[config.mk]
export PLATFORM = sky130hd
export DESIGN_NAME = io_responder
export DESIGN_NICKNAME = d
export VERILOG_FILES = /design/src/rtl/io_responder_pkg.sv /design/src/rtl/io_responder_btn_sync.sv /design/src/rtl/io_responder.sv
export SDC_FILE = /design/constraint.sdc
export NUM_CORES = 1
export LEC_CHECK = 0
export ABC_CLOCK_PERIOD_IN_PS = 6100
export CAP_MARGIN = 20
export CORE_AREA = 2 2 105 107
export CTS_CLUSTER_DIAMETER = 60
export DETAILED_ROUTE_END_ITERATION = 8
export DIE_AREA = 0 0 107 109
export GPL_TIMING_DRIVEN = 0
export PLACE_DENSITY = 0.82
export SLEW_MARGIN = 10
export SYNTH_ARGS = -nofsm -noshare
export SYNTH_HDL_FRONTEND = slang
export SYNTH_SLANG_ARGS = --single-unit
[constraint.sdc]
create_clock -name clk -period 6.1 [get_ports clk]
set_clock_uncertainty 0.05 [all_clocks]
set_input_delay 0.61 -clock clk [delete_from_list [all_inputs] [get_ports clk]]
set_output_delay 0.61 -clock clk [all_outputs]
set_load 0.01 [all_outputs]
[src/rtl/io_responder_pkg.sv]
// Shared types, widths and IO address map for the memory-mapped IO responder.
package io_responder_pkg;

  localparam int unsigned CYCLE_WIDTH     = 32;
  localparam int unsigned DATA_WIDTH      = 32;
  localparam int unsigned DATA_ADDR_WIDTH = 16;
  localparam int unsigned LAMP_WIDTH      = 8;
  localparam int unsigned IO_ADDR_WIDTH   = 7;
  localparam int unsigned OLED_ADDR_WIDTH = 6;
  localparam int unsigned OLED_DATA_WIDTH = 8;
  localparam int unsigned IO_ADDR_BIT_POS = 15;
  localparam int unsigned BTN_SYNC_STAGES = 2;

  typedef logic [CYCLE_WIDTH-1:0]     CyclePath;
  typedef logic [LAMP_WIDTH-1:0]      LampPath;
  typedef logic [DATA_WIDTH-1:0]      DataPath;
  typedef logic [DATA_ADDR_WIDTH-1:0] DataAddrPath;
  typedef logic [IO_ADDR_WIDTH-1:0]   IoAddrPath;

  typedef enum logic [1:0] {
    IDLE = 2'd0,
    RUN  = 2'd1,
    DONE = 2'd2
  } IoCycleState;

  // Word index within IO space (byte address bits 8:2)
  localparam IoAddrPath IO_ADDR_SORT_FINISH = 7'h00;
  localparam IoAddrPath IO_ADDR_SORT_COUNT  = 7'h01;
  localparam IoAddrPath IO_ADDR_LAMP        = 7'h02;
  localparam IoAddrPath IO_ADDR_LED_CTRL    = 7'h03;
  localparam IoAddrPath IO_ADDR_OLED_READY  = 7'h08;
  localparam IoAddrPath IO_ADDR_OLED_UPDATE = 7'h09;
  localparam IoAddrPath IO_ADDR_OLED_CLEAR  = 7'h0A;
  localparam IoAddrPath IO_ADDR_SORT_START  = 7'h10;
  localparam IoAddrPath IO_ADDR_BTNU        = 7'h11;
  localparam IoAddrPath IO_ADDR_CP          = 7'h12;
  localparam IoAddrPath IO_ADDR_CH          = 7'h13;
  localparam IoAddrPath IO_ADDR_CYCLE       = 7'h14;

  function automatic IoAddrPath PICK_IO_ADDR(input DataAddrPath addr);
    return addr[8:2];
  endfunction

endpackage

[src/rtl/io_responder_btn_sync.sv]
// Multi-flop synchroniser for one raw button, with a rising-edge pulse on the synced value.
module io_responder_btn_sync
  import io_responder_pkg::*;
#(
  parameter int unsigned SYNC_STAGES = BTN_SYNC_STAGES
) (
  input  logic clk,
  input  logic rst,
  input  logic i_btn,
  output logic o_sync,
  output logic o_rise
);

  logic [SYNC_STAGES-1:0] r_stages;
  logic                   r_prev;

  always_ff @(posedge clk or posedge rst) begin
    if (rst) begin
      r_stages <= '0;
      r_prev   <= 1'b0;
    end else begin
      r_stages <= {r_stages[SYNC_STAGES-2:0], i_btn};
      r_prev   <= r_stages[SYNC_STAGES-1];
    end
  end

  assign o_sync = r_stages[SYNC_STAGES-1];
  assign o_rise = r_stages[SYNC_STAGES-1] & ~r_prev;

endmodule

[src/rtl/io_responder.sv]
// IO target for CPU accesses with bit 15 set: sort control and cycle counter, lamps,
// LED control, button synchronisers and the ready-gated OLED request handshake.
module io_responder
  import io_responder_pkg::*;
#(
  parameter int unsigned CYCLE_W     = CYCLE_WIDTH,
  parameter int unsigned SYNC_STAGES = BTN_SYNC_STAGES
) (
  input  logic                       clk,
  input  logic                       rst,
  input  DataAddrPath                dataAddr,
  input  logic                       dataWE,
  input  DataPath                    wrData,
  output DataPath                    rdData,
  output logic                       ioSel,
  input  logic                       btnStart,
  input  logic                       btnU,
  input  logic                       btnCP,
  input  logic                       btnCH,
  input  logic                       oledReady,
  output logic                       oledUpdate,
  output logic                       oledClear,
  output logic                       oledWE,
  output logic [OLED_ADDR_WIDTH-1:0] oledAddr,
  output logic [OLED_DATA_WIDTH-1:0] oledData,
  output logic [CYCLE_W-1:0]         sortCount,
  output logic [CYCLE_W-1:0]         cycleCount,
  output LampPath                    lamp,
  output logic                       ledCtrl,
  output logic                       sortFinished
);

  IoCycleState                r_state;
  logic [CYCLE_W-1:0]         r_cycle;
  logic [CYCLE_W-1:0]         r_sort_count;
  logic                       r_finished;
  LampPath                    r_lamp;
  logic                       r_led_ctrl;
  logic                       r_upd_pend;
  logic                       r_clr_pend;
  logic                       r_oled_update;
  logic                       r_oled_clear;
  logic                       r_oled_we;
  logic [OLED_ADDR_WIDTH-1:0] r_oled_addr;
  logic [OLED_DATA_WIDTH-1:0] r_oled_data;

  IoAddrPath w_io_addr;
  logic      w_io_wr;
  logic      w_wr_finish;
  logic      w_wr_upd;
  logic      w_wr_clr;
  logic      w_wr_char;
  logic      w_issue_clr;
  logic      w_issue_upd;
  logic      w_start_sync, w_start_edge;
  logic      w_u_sync, w_u_rise;
  logic      w_cp_sync, w_cp_rise;
  logic      w_ch_sync, w_ch_rise;
  logic      w_unused;

  io_responder_btn_sync #(.SYNC_STAGES(SYNC_STAGES)) u_sync_start (
    .clk(clk), .rst(rst), .i_btn(btnStart), .o_sync(w_start_sync), .o_rise(w_start_edge));
  io_responder_btn_sync #(.SYNC_STAGES(SYNC_STAGES)) u_sync_u (
    .clk(clk), .rst(rst), .i_btn(btnU), .o_sync(w_u_sync), .o_rise(w_u_rise));
  io_responder_btn_sync #(.SYNC_STAGES(SYNC_STAGES)) u_sync_cp (
    .clk(clk), .rst(rst), .i_btn(btnCP), .o_sync(w_cp_sync), .o_rise(w_cp_rise));
  io_responder_btn_sync #(.SYNC_STAGES(SYNC_STAGES)) u_sync_ch (
    .clk(clk), .rst(rst), .i_btn(btnCH), .o_sync(w_ch_sync), .o_rise(w_ch_rise));

  // Bits 14:9 are not decoded, so the IO window aliases across the upper half
  assign w_io_addr   = PICK_IO_ADDR(dataAddr);
  assign ioSel       = dataAddr[IO_ADDR_BIT_POS];
  assign w_io_wr     = dataWE & ioSel;
  assign w_wr_finish = w_io_wr & (w_io_addr == IO_ADDR_SORT_FINISH);
  assign w_wr_upd    = w_io_wr & (w_io_addr == IO_ADDR_OLED_UPDATE);
  assign w_wr_clr    = w_io_wr & (w_io_addr == IO_ADDR_OLED_CLEAR);
  assign w_wr_char   = w_io_wr & w_io_addr[IO_ADDR_WIDTH-1];
  assign w_unused    = ^{dataAddr[14:9], dataAddr[1:0], w_u_rise, w_cp_rise, w_ch_rise};

  // Clear has priority; update waits for the next ready cycle
  assign w_issue_clr = r_clr_pend & oledReady;
  assign w_issue_upd = r_upd_pend & oledReady & ~r_clr_pend;

  // Cycle FSM: a finish write in RUN beats a coincident start edge
  always_ff @(posedge clk or posedge rst) begin
    if (rst) begin
      r_state    <= IDLE;
      r_cycle    <= '0;
      r_finished <= 1'b0;
    end else begin
      case (r_state)
        RUN: begin
          if (w_wr_finish) begin
            r_state    <= DONE;
            r_finished <= 1'b1;
          end else begin
            r_cycle <= r_cycle + CYCLE_W'(1);
          end
        end
        default: begin
          if (w_start_edge) begin
            r_state    <= RUN;
            r_cycle    <= '0;
            r_finished <= 1'b0;
          end else if (w_wr_finish) begin
            r_finished <= 1'b1;
          end
        end
      endcase
    end
  end

  always_ff @(posedge clk or posedge rst) begin
    if (rst) begin
      r_sort_count <= '0;
      r_lamp       <= '0;
      r_led_ctrl   <= 1'b0;
    end else if (w_io_wr) begin
      if (w_io_addr == IO_ADDR_SORT_COUNT) r_sort_count <= CYCLE_W'(wrData);
      if (w_io_addr == IO_ADDR_LAMP)       r_lamp       <= wrData[LAMP_WIDTH-1:0];
      if (w_io_addr == IO_ADDR_LED_CTRL)   r_led_ctrl   <= wrData[0];
    end
  end

  // OLED requests and character strobe; a write to a pending flag is absorbed
  always_ff @(posedge clk or posedge rst) begin
    if (rst) begin
      r_upd_pend    <= 1'b0;
      r_clr_pend    <= 1'b0;
      r_oled_update <= 1'b0;
      r_oled_clear  <= 1'b0;
      r_oled_we     <= 1'b0;
      r_oled_addr   <= '0;
      r_oled_data   <= '0;
    end else begin
      r_oled_clear  <= w_issue_clr;
      r_oled_update <= w_issue_upd;
      r_clr_pend    <= w_issue_clr ? 1'b0 : (r_clr_pend | w_wr_clr);
      r_upd_pend    <= w_issue_upd ? 1'b0 : (r_upd_pend | w_wr_upd);
      r_oled_we     <= w_wr_char;
      if (w_wr_char) begin
        r_oled_addr <= w_io_addr[OLED_ADDR_WIDTH-1:0];
        r_oled_data <= wrData[OLED_DATA_WIDTH-1:0];
      end
    end
  end

  always_comb begin
    rdData = '0;
    if (ioSel) begin
      case (w_io_addr)
        IO_ADDR_SORT_COUNT: rdData = DATA_WIDTH'(r_sort_count);
        IO_ADDR_LAMP:       rdData = DATA_WIDTH'(r_lamp);
        IO_ADDR_LED_CTRL:   rdData = DATA_WIDTH'(r_led_ctrl);
        IO_ADDR_OLED_READY: rdData = DATA_WIDTH'(oledReady);
        IO_ADDR_SORT_START: rdData = DATA_WIDTH'(w_start_sync);
        IO_ADDR_BTNU:       rdData = DATA_WIDTH'(w_u_sync);
        IO_ADDR_CP:         rdData = DATA_WIDTH'(w_cp_sync);
        IO_ADDR_CH:         rdData = DATA_WIDTH'(w_ch_sync);
        IO_ADDR_CYCLE:      rdData = DATA_WIDTH'(r_cycle);
        default:            rdData = '0;
      endcase
    end
  end

  assign sortCount    = r_sort_count;
  assign cycleCount   = r_cycle;
  assign sortFinished = r_finished;
  assign lamp         = r_lamp;
  assign ledCtrl      = r_led_ctrl;
  assign oledUpdate   = r_oled_update;
  assign oledClear    = r_oled_clear;
  assign oledWE       = r_oled_we;
  assign oledAddr     = r_oled_addr;
  assign oledData     = r_oled_data;

endmodule

After elaboration in Yosys (flattened, before gate mapping)
Cells that the tools add are included.
{"block": "totals", "reg_bits": 104, "input_bits": 56, "out_inout_bits": 124, "word_cells": 66}
{"block": "classes", "n_addsub": 1, "eq_ne": 14, "mux": 13, "bitwise": 13, "n_reduce_logical": 7}
{"cell": "32-bit case mux with 9 select lines", "n": 1}
{"cell": "32-bit two-way mux", "n": 4}
{"cell": "7-bit by 5-bit == test with 1-bit output, second input constant", "n": 5}
{"cell": "32-bit by 1-bit adder with 32-bit output, second input constant", "n": 1}
{"cell": "7-bit by 4-bit == test with 1-bit output, second input constant", "n": 3}
{"cell": "7-bit by 2-bit == test with 1-bit output, second input constant", "n": 2}
{"cell": "2-bit AND reduction", "n": 5}
{"cell": "1-bit bitwise AND", "n": 9}
{"cell": "7-bit by 1-bit == test with 1-bit output, second input constant", "n": 1}
{"cell": "7-bit zero test", "n": 1}
{"cell": "2-bit two-way mux", "n": 3}
{"cell": "1-bit two-way mux", "n": 5}
{"cell": "2-bit inequality test, second input constant", "n": 2}
{"cell": "2-bit by 1-bit == test with 1-bit output, second input constant", "n": 1}
{"cell": "1-bit inverter", "n": 2}
{"cell": "1-bit OR", "n": 2}
{"cell": "2-bit nonzero test", "n": 1}

Logic depth before layout (Yosys ltp)
Gate-level depths: netlist (run 1).
{"block": "logic_depth", "depth_word": 5, "mapped_depth": 7, "depth_no_buf": 5}

By module
Synthesis (run 1) repeated with hierarchy kept, for this count alone.
{"block": "hier_totals", "hier_cells": 462, "hier_area_um2": 5213.8}
{"module": "io_responder", "n_inst": 1, "cells_each": 442, "area_per_inst_um2": 4843.4, "seq_area_each_um2": 2377.3}
{"module": "io_responder_btn_sync", "n_inst": 4, "cells_each": 5, "area_per_inst_um2": 92.6, "seq_area_each_um2": 75.1}

Worst setup path before layout (run 1)
No wires, ideal clock.
{"block": "synth_path", "kind": "input port to output port", "startpoint": "input port dataAddr[3]", "endpoint": "output port rdData[10]", "arrival_ps": 2134, "required_ps": 5440, "path_slack_ps": 3306, "path_stages": 6, "path_buffers": 2, "path_cell_list": "clkbuf_1 > or4b_2 > a21oi_1 > o211ai_1 > clkbuf_1 > nor2_1"}
{"block": "synth_between", "elab_chain_len": 3, "word_cells_on_any_way": 11, "classes_between": "9 x eq/ne; 2 x mux"}
{"item": "start, declared", "line": "io_responder.sv:11", "source": "input DataAddrPath dataAddr,"}
{"item": "7-bit by 5-bit == test with 1-bit output (tied with other cells)", "line": "io_responder.sv:151", "source": "case (w_io_addr)"}
{"item": "32-bit case mux with 9 select lines *", "line": "io_responder.sv:151"}
{"item": "32-bit two-way mux *", "line": "io_responder.sv:150", "source": "if (ioSel) begin"}
{"item": "end, declared", "line": "io_responder.sv:14", "source": "output DataPath rdData,"}
Every way passes the cells marked *; elsewhere a longest branch is shown, timed or not.

Final worst setup path (run 1)
{"block": "layout_path", "startpoint": "input port dataAddr[6]", "endpoint": "output port rdData[20]"}
The elaborated chain is that of the path after synthesis.

==> impl_metrics.csv, run 1 <==
group,metric,value,unit
route,drt_wl_total,14040,microns
setup_path,critPathMaxFanout,10,
setup_path,cp-start-kind,"primary input",
global_routing,grt_overflow,0,
status,status,"completed",
clock_network,cts_buffer_depth,2,
floorplanning,die-area,11660,sq um
setup_path,r2r-end,"cycleCount[22]",
placement,gp_congestion,0.8517,
sta,worst_slack,1.915,ns
setup_path,crit_buf_inv,4,
sta,setup_viol,0,
setup_path,worstPathArrival,3.52,ns
setup_path,cp_num_cells,8,
yosys,synth_edf_count,0,
sta,fin_setup_tns,0,ns
final_layout,fin_nets,685,
clock_network,post_cts_resize_count,0,
route,detail-route-antenna-nets,0,
clock_network,postCtsSetupBuffers,0,
setup_path,worst_path_dominant_cell_family,"buffers and inverters",
route,vias,4377,
route,wl_per_cell,18.16,microns
global_routing,grt_max_degree,91,
setup_path,worst_setup_path_end_kind,"output pin",
sta,min_period,4.185,ns
sta,worst_slew_pin_slew,0.7649,ns
global_routing,grt_antenna_before_repair,0,
placement,dpl_cell_area,6938,sq um
clock_network,cts_hold_buf,0,
yosys,avgSynthCellArea,11.28,sq um
setup_path,cp_common_cell,"clkdlybuf4s50_1",
final_layout,drive_gt1_share,14.69,%
clock_network,clk_latency,0.37,ns
floorplanning,start_util,47.33,%
yosys,synth_cell_types,48,
global_routing,grt_usage,24.92,%
hold_path,hold_class,"register to register",
yosys,synth-main-ff-cell,"dfrtp_1",
setup_path,cp_slowest_stage_delay,0.56,ns
floorplanning,core_area,10600,sq um
clock_network,cts-root-buf,"clkbuf_8",
final_layout,final_common_cell,"clkdlybuf4s50_1",
sta,slew_headroom,48.36,%
floorplanning,io_pins,180,
yosys,syn-instance-count,445,
clock_network,cts-htree-levels,3,
route,dr.pass1.iters,6,
power_and_ir_drop,p_per_area,263.1,nW/um^2
floorplanning,chipWidth,107,microns
setup_path,crit_type,"primary input to output pin",
final_layout,final_cell_mix,"clkdlybuf4s50_1, dfrtp_1, mux2_2",
floorplanning,die_h,109,microns
yosys,syn_nets,502,
setup_path,crit_chain,"clkdlybuf4s50_1, or4_4, buf_6, nor3_2, clkbuf_1, a22oi_1, nor2_1, clkdlybuf4s50_1",
clock_network,numClockSinks,104,
final_layout,area_delta_synth_final,42.71,%
clock_network,cts_tree,"yes",
yosys,async_reset_ff_share,100.0,%
placement,hpwl,10210,microns
final_layout,instances_no_fill,773,
placement,place_ws,1.892,ns
sta,hold_ws,0.3128,ns
power_and_ir_drop,vdd_drop_max,0.1553,mV
route,drt_iter0_markers,345,
placement,dpl.cell_count,757,
setup_path,cp_slowest_cell,"or4_4",
setup_path,r2r_start,"cycleCount[7]",
setup_path,cp-endpoint,"rdData[20]",
yosys,ys_seq_area_share,51.86,%
clock_network,numCtsBuffers,9,
power_and_ir_drop,leakage,3.001,nW
setup_path,startpoint,"dataAddr[6]",
global_routing,grt_pass1_vias,4402,
final_layout,finalInstanceArea,7162,sq um
yosys,synth_area,5019,sq um
sta,fin_crit_sh,68.60,%
final_layout,antenna_cells,0,
power_and_ir_drop,p_total,1.884,mW
global_routing,grt_first_pass_wirelength,22470,microns
setup_path,r2r_setup_slack,3.95,ns
setup_path,worstPathRequired,5.44,ns
setup_path,ff2ff_path_depth,6,
route,drc,0,
yosys,synth-seq-cells,104,
sta,hold_viol_final,0,
flow_run,max_cap_violations,0,
placement,portBuffers,171,
route,avgViaCountPerCell,5.662,
clock_network,clk_pin_slew,0.10,ns
final_layout,final_core_util,67.55,%
sta,fmax,0.2390,GHz
yosys,yosys_warnings,0,
sta,final_max_slew_viol_count,0,
sta,rsz0062_at_grt,"false",
floorplanning,rows,38,
==> state kept, by name, indices dropped and copies added, names as in the netlist, 6 cells and up <==
name,cells
sortCount,32
cycleCount,32
oledAddr,6
lamp,8
oledData,8
==> Yosys cell counts, types with 4 or more instances <==
| library cell | instances | area share (%) |
|---|---|---|
| dfrtp_1 | 104 | 52 |
| inv_1 | 6 | 0.45 |
| nor3_1 | 6 | 0.60 |
| and3_1 | 4 | 0.50 |
| buf_4 | 4 | 0.60 |
| nor4_1 | 8 | 1.0 |
| buf_2 | 5 | 0.50 |
| nand2_1 | 38 | 2.8 |
| clkbuf_1 | 19 | 1.4 |
| and4_1 | 7 | 1.2 |
| a222oi_1 | 7 | 1.4 |
| or4_1 | 7 | 1.0 |
| a22oi_1 | 24 | 3.6 |
| o21ai_0 | 5 | 0.50 |
| nand3_1 | 10 | 1.0 |
| o31ai_1 | 8 | 1.2 |
| nor2_1 | 42 | 3.1 |
| mux2i_1 | 19 | 3.8 |
| nand2b_1 | 5 | 0.62 |
| mux2_4 | 8 | 2.4 |
| mux2_2 | 46 | 10 |
| a21oi_1 | 13 | 1.3 |
| nand4_1 | 14 | 1.7 |
==> routing by layer <==
layer	routed length, microns	GRT usage [%]	share of wire [%]
met3	769	5.798	5.5
met2	7204	43.49	51
met5	0	0	0
met4	330	8.998	2.4
met1	5734	30.35	41
==> worst min path at each step <==
stage / start / end / cells after the start
floorplan: u_sync_ch.r_stages[0] / u_sync_ch.r_stages[1] / 0
global placement: u_sync_start.r_stages[0] / u_sync_start.r_stages[1] / 0
detailed placement: u_sync_cp.r_stages[0] / u_sync_cp.r_stages[1] / 0
CTS: u_sync_cp.r_stages[0] / u_sync_cp.r_stages[1] / 0
global route: u_sync_ch.r_stages[0] / u_sync_ch.r_stages[1] / 0
finish: u_sync_cp.r_stages[0] / u_sync_cp.r_stages[1] / 0
==> where the power goes <==
group	internal (mW)	total, mW	switching (mW)
registers	0.781	0.908	0.127
logic	0.271	0.485	0.214
clock network	0.236	0.491	0.255
==> cells by family (layout without fill, tap and decap cells) <==
kind of cell / Yosys count / count (layout) / synth area share (%)
AND/OR/NAND/NOR: 158 / 158 / 16.85
flip-flops: 104 / 104 / 51.86
multiplexers: 75 / 75 / 17.18
AO/OA/AOI/OAI: 71 / 71 / 10.27
buffers and inverters: 36 / 224 / 3.590
adder cells (fa/ha/maj): 1 / 1 / 0.2493
==> area by class of cell <==
class / count / area (sq um)
Fill cell: 788 / 3441
Sequential cell: 104 / 2603
Multi-Input combinational cell: 305 / 2236
Timing Repair Buffer: 172 / 1739
Tap cell: 140 / 175.2
Buffer: 30 / 157.7
Clock buffer: 9 / 123.9
Clock inverter: 7 / 100.1
Inverter: 6 / 27.53
Note: power is estimated with default switching activity, not from simulation.
==> inputs of run 2 (changes only) <==
Settings changed: ABC_CLOCK_PERIOD_IN_PS 6100 to 3500, CORE_AREA 2 2 105 107 to 2 2 114 116, DIE_AREA 0 0 107 109 to 0 0 116 118, PLACE_DENSITY 0.82 to 0.73.
Clock period 6.1 ns to 3.5 ns, I/O delays scaled along.
==> run 2 against run 1 <==
Effect of this change: register-to-register slack lost 2.6 ns; global-route usage down 4.2 points; flip-flop and latch count did not move; sequential share of layout area is 0.77 points lower; sequential power grew 75%; core utilization decreased by 8.6 points; non-clock buffer count rose by 3; via count up 0.11%; critical path type unchanged; largest cell class unchanged; highest routed layer unchanged.
==> impl_metrics.csv, run 2 (same netlist as run 1, synthesis figures left out) <==
group,metric,value,unit
clock_network,cts_buffer_depth,2,
route,dr.pass1.iters,6,
power_and_ir_drop,intPower,2.327,mW
placement,hpwl,10430,microns
placement,portBuffers,171,
final_layout,finalInstanceArea,7317,sq um
setup_path,worstPathArrival,3.01,ns
final_layout,multi_input_area,2242,sq um
global_routing,grt_util_met1,26.80,%
global_routing,busiest_layer,"met2",
floorplanning,core_area,12410,sq um
global_routing,grt_usage,20.73,%
final_layout,register_area,2603,sq um
route,detail-route-antenna-nets,0,
setup_path,crit_chain,"clkdlybuf4s50_1, buf_2, or4b_2, a21oi_1, o211ai_1, buf_4, clkdlybuf4s15_2, nor2_1, clkdlybuf4s50_1",
global_routing,grt_overflow,0,
clock_network,numCtsBuffers,9,
hold_path,holdPathStages,0,
power_and_ir_drop,p_total,3.396,mW
setup_path,crit_type,"primary input to output pin",
sta,setup_viol,0,
setup_path,cp_slowest_cell,"or4b_2",
route,avgViaCountPerCell,5.423,
route,wl_per_cell,17.68,microns
final_layout,antenna_cells,0,
clock_network,clk_latency,0.35,ns
clock_network,cts-htree-levels,3,
power_and_ir_drop,leakage,3.082,nW
setup_path,cp_slowest_stage_delay,0.67,ns
sta,slew_headroom,52.17,%
global_routing,grt_use_met3,4.016,%
sta,rsz0062_at_grt,"false",
flow_run,max_cap_violations,0,
global_routing,grt_pass1_vias,4277,
power_and_ir_drop,pwr-share-comb,24.9,%
power_and_ir_drop,vdd_drop_max,0.2655,mV
clock_network,numClockSinks,104,
setup_path,r2r_setup_slack,1.33,ns
setup_path,critPathMaxFanout,10,
sta,fin_crit_sh,97.54,%
global_routing,grt_use_met2,34.90,%
route,drt_wl_total,14290,microns
floorplanning,die_h,118,microns
power_and_ir_drop,p_switching,1.069,mW
setup_path,worst_setup_path_end_kind,"output pin",
floorplanning,rows,41,
sta,min_period,3.414,ns
final_layout,n_fill_cell,1090,
setup_path,crit_buf_inv,5,
setup_path,cp-start-kind,"primary input",
clock_network,clk_pin_slew,0.07,ns
final_layout,final_common_cell,"clkdlybuf4s50_1",
final_layout,area_delta_synth_final,45.80,%
power_and_ir_drop,p_clk_share,28.4,%
final_layout,final_cell_mix,"clkdlybuf4s50_1, dfrtp_1, mux2_2",
global_routing,grt_antenna_before_repair,0,
sta,worst_slack,0.08604,ns
status,status,"completed",
placement,dpl_cell_area,6978,sq um
setup_path,ff2ff_path_depth,6,
global_routing,grt_max_degree,69,
setup_path,worstPathRequired,3.10,ns
placement,place_ws,-0.2276,ns
floorplanning,start_util,40.43,%
placement,gp_congestion,0.8084,
route,drc,0,
clock_network,cts-root-buf,"clkbuf_16",
floorplanning,die-area,13690,sq um
power_and_ir_drop,swShare,31.48,%
setup_path,worst_path_dominant_cell_family,"buffers and inverters",
floorplanning,chipWidth,116,microns
route,vias,4382,
setup_path,cp_common_cell,"clkdlybuf4s50_1",
sta,worst_slew_pin_slew,0.7148,ns
sta,final_max_slew_viol_count,0,
final_layout,fin_nets,688,
power_and_ir_drop,p_per_area,464.2,nW/um^2
setup_path,cp_num_cells,9,
clock_network,cts_tree,"yes",
global_routing,grt_first_pass_wirelength,22400,microns
floorplanning,io_pins,180,
sta,fmax,0.2929,GHz
final_layout,drive_gt1_share,16.67,%
route,drt_iter0_markers,321,
hold_path,hold_class,"register to register",
sta,hold_viol_final,0,
power_and_ir_drop,p_seq_share,46.7,%
## run 2: changes by cell type in the layout (fill, tap and decap cells not counted)
| cell | before | now |
|---|---|---|
| buf_2 | 5 | 7 |
| buf_4 | 4 | 10 |
| bufinv_16 | 2 | 0 |
| clkbuf_1 | 19 | 9 |
| clkbuf_16 | 0 | 9 |
| clkbuf_2 | 0 | 2 |
| clkbuf_4 | 0 | 2 |
| clkbuf_8 | 9 | 0 |
| clkdlybuf4s15_2 | 0 | 1 |
| clkinv_2 | 1 | 2 |
| inv_6 | 4 | 5 |
| nor3_2 | 1 | 0 |
| nor3_4 | 3 | 4 |
## run 2: power groups by stage
stage,Clock [mW],Combinational (mW),Sequential [mW]
after CTS,0.996,0.852,1.58
after detailed placement,0,0.848,1.60
after floorplan,0,0.316,1.61
after global routing,1.04,0.915,1.61
final,0.964,0.847,1.59
after global placement,0,0.823,1.59
## run 2: final timing paths
| check | start | to |
|---|---|---|
| min | u_sync_start.r_stages[0] | u_sync_start.r_stages[1] |
| min reg2reg | u_sync_start.r_stages[0] | u_sync_start.r_stages[1] |
| min in group asynchronous | rst | oledData[6] |
| max | dataAddr[2] | rdData[30] |
| max in group asynchronous | rst | sortCount[22] |
| max reg2reg | cycleCount[7] | cycleCount[22] |
## run 2: layout make-up
class	instances	area share, %
flip-flops and latches	104	35.57
multi-input cells	305	30.64
repair buffers	175	24.13
clock buffers	9	3.078
well taps	172	2.941
plain buffers	30	2.531
clock inverters	7	0.7353
inverters	6	0.3762
## run 2: layer usage
layer  part of all wire (%)  vias to the layer above
met3                    5.0                       19
li1                       -                     2023
met1                     43                     2192
met4                    1.4                        0
met2                     50                      148
met5                      0                        -
## run 2: through the flow
step / cells / setup TNS (ns) / util, % / hold slack [ns]
3_3_place_gp: 788 / -129.48 / 55.95 / 0.2819
2_1_floorplan: 445 / 0 / - / 0.2812
4_1_cts: 806 / 0 / 58.69 / 0.3036
5_1_grt: 808 / 0 / 58.94 / 0.3046
3_5_place_dp: 789 / -4.272 / 56.21 / 0.2863
6_report: 808 / 0 / 58.94 / 0.2988
## run 2: timing repair
action | CTS | global route
resized for setup | 11 | 17
cloned | 0 | 1
hold buffers | 0 | 0
setup buffers | 1 | 1
pin swaps | 1 | 1
endpoints found under the setup margin | 31 | 32
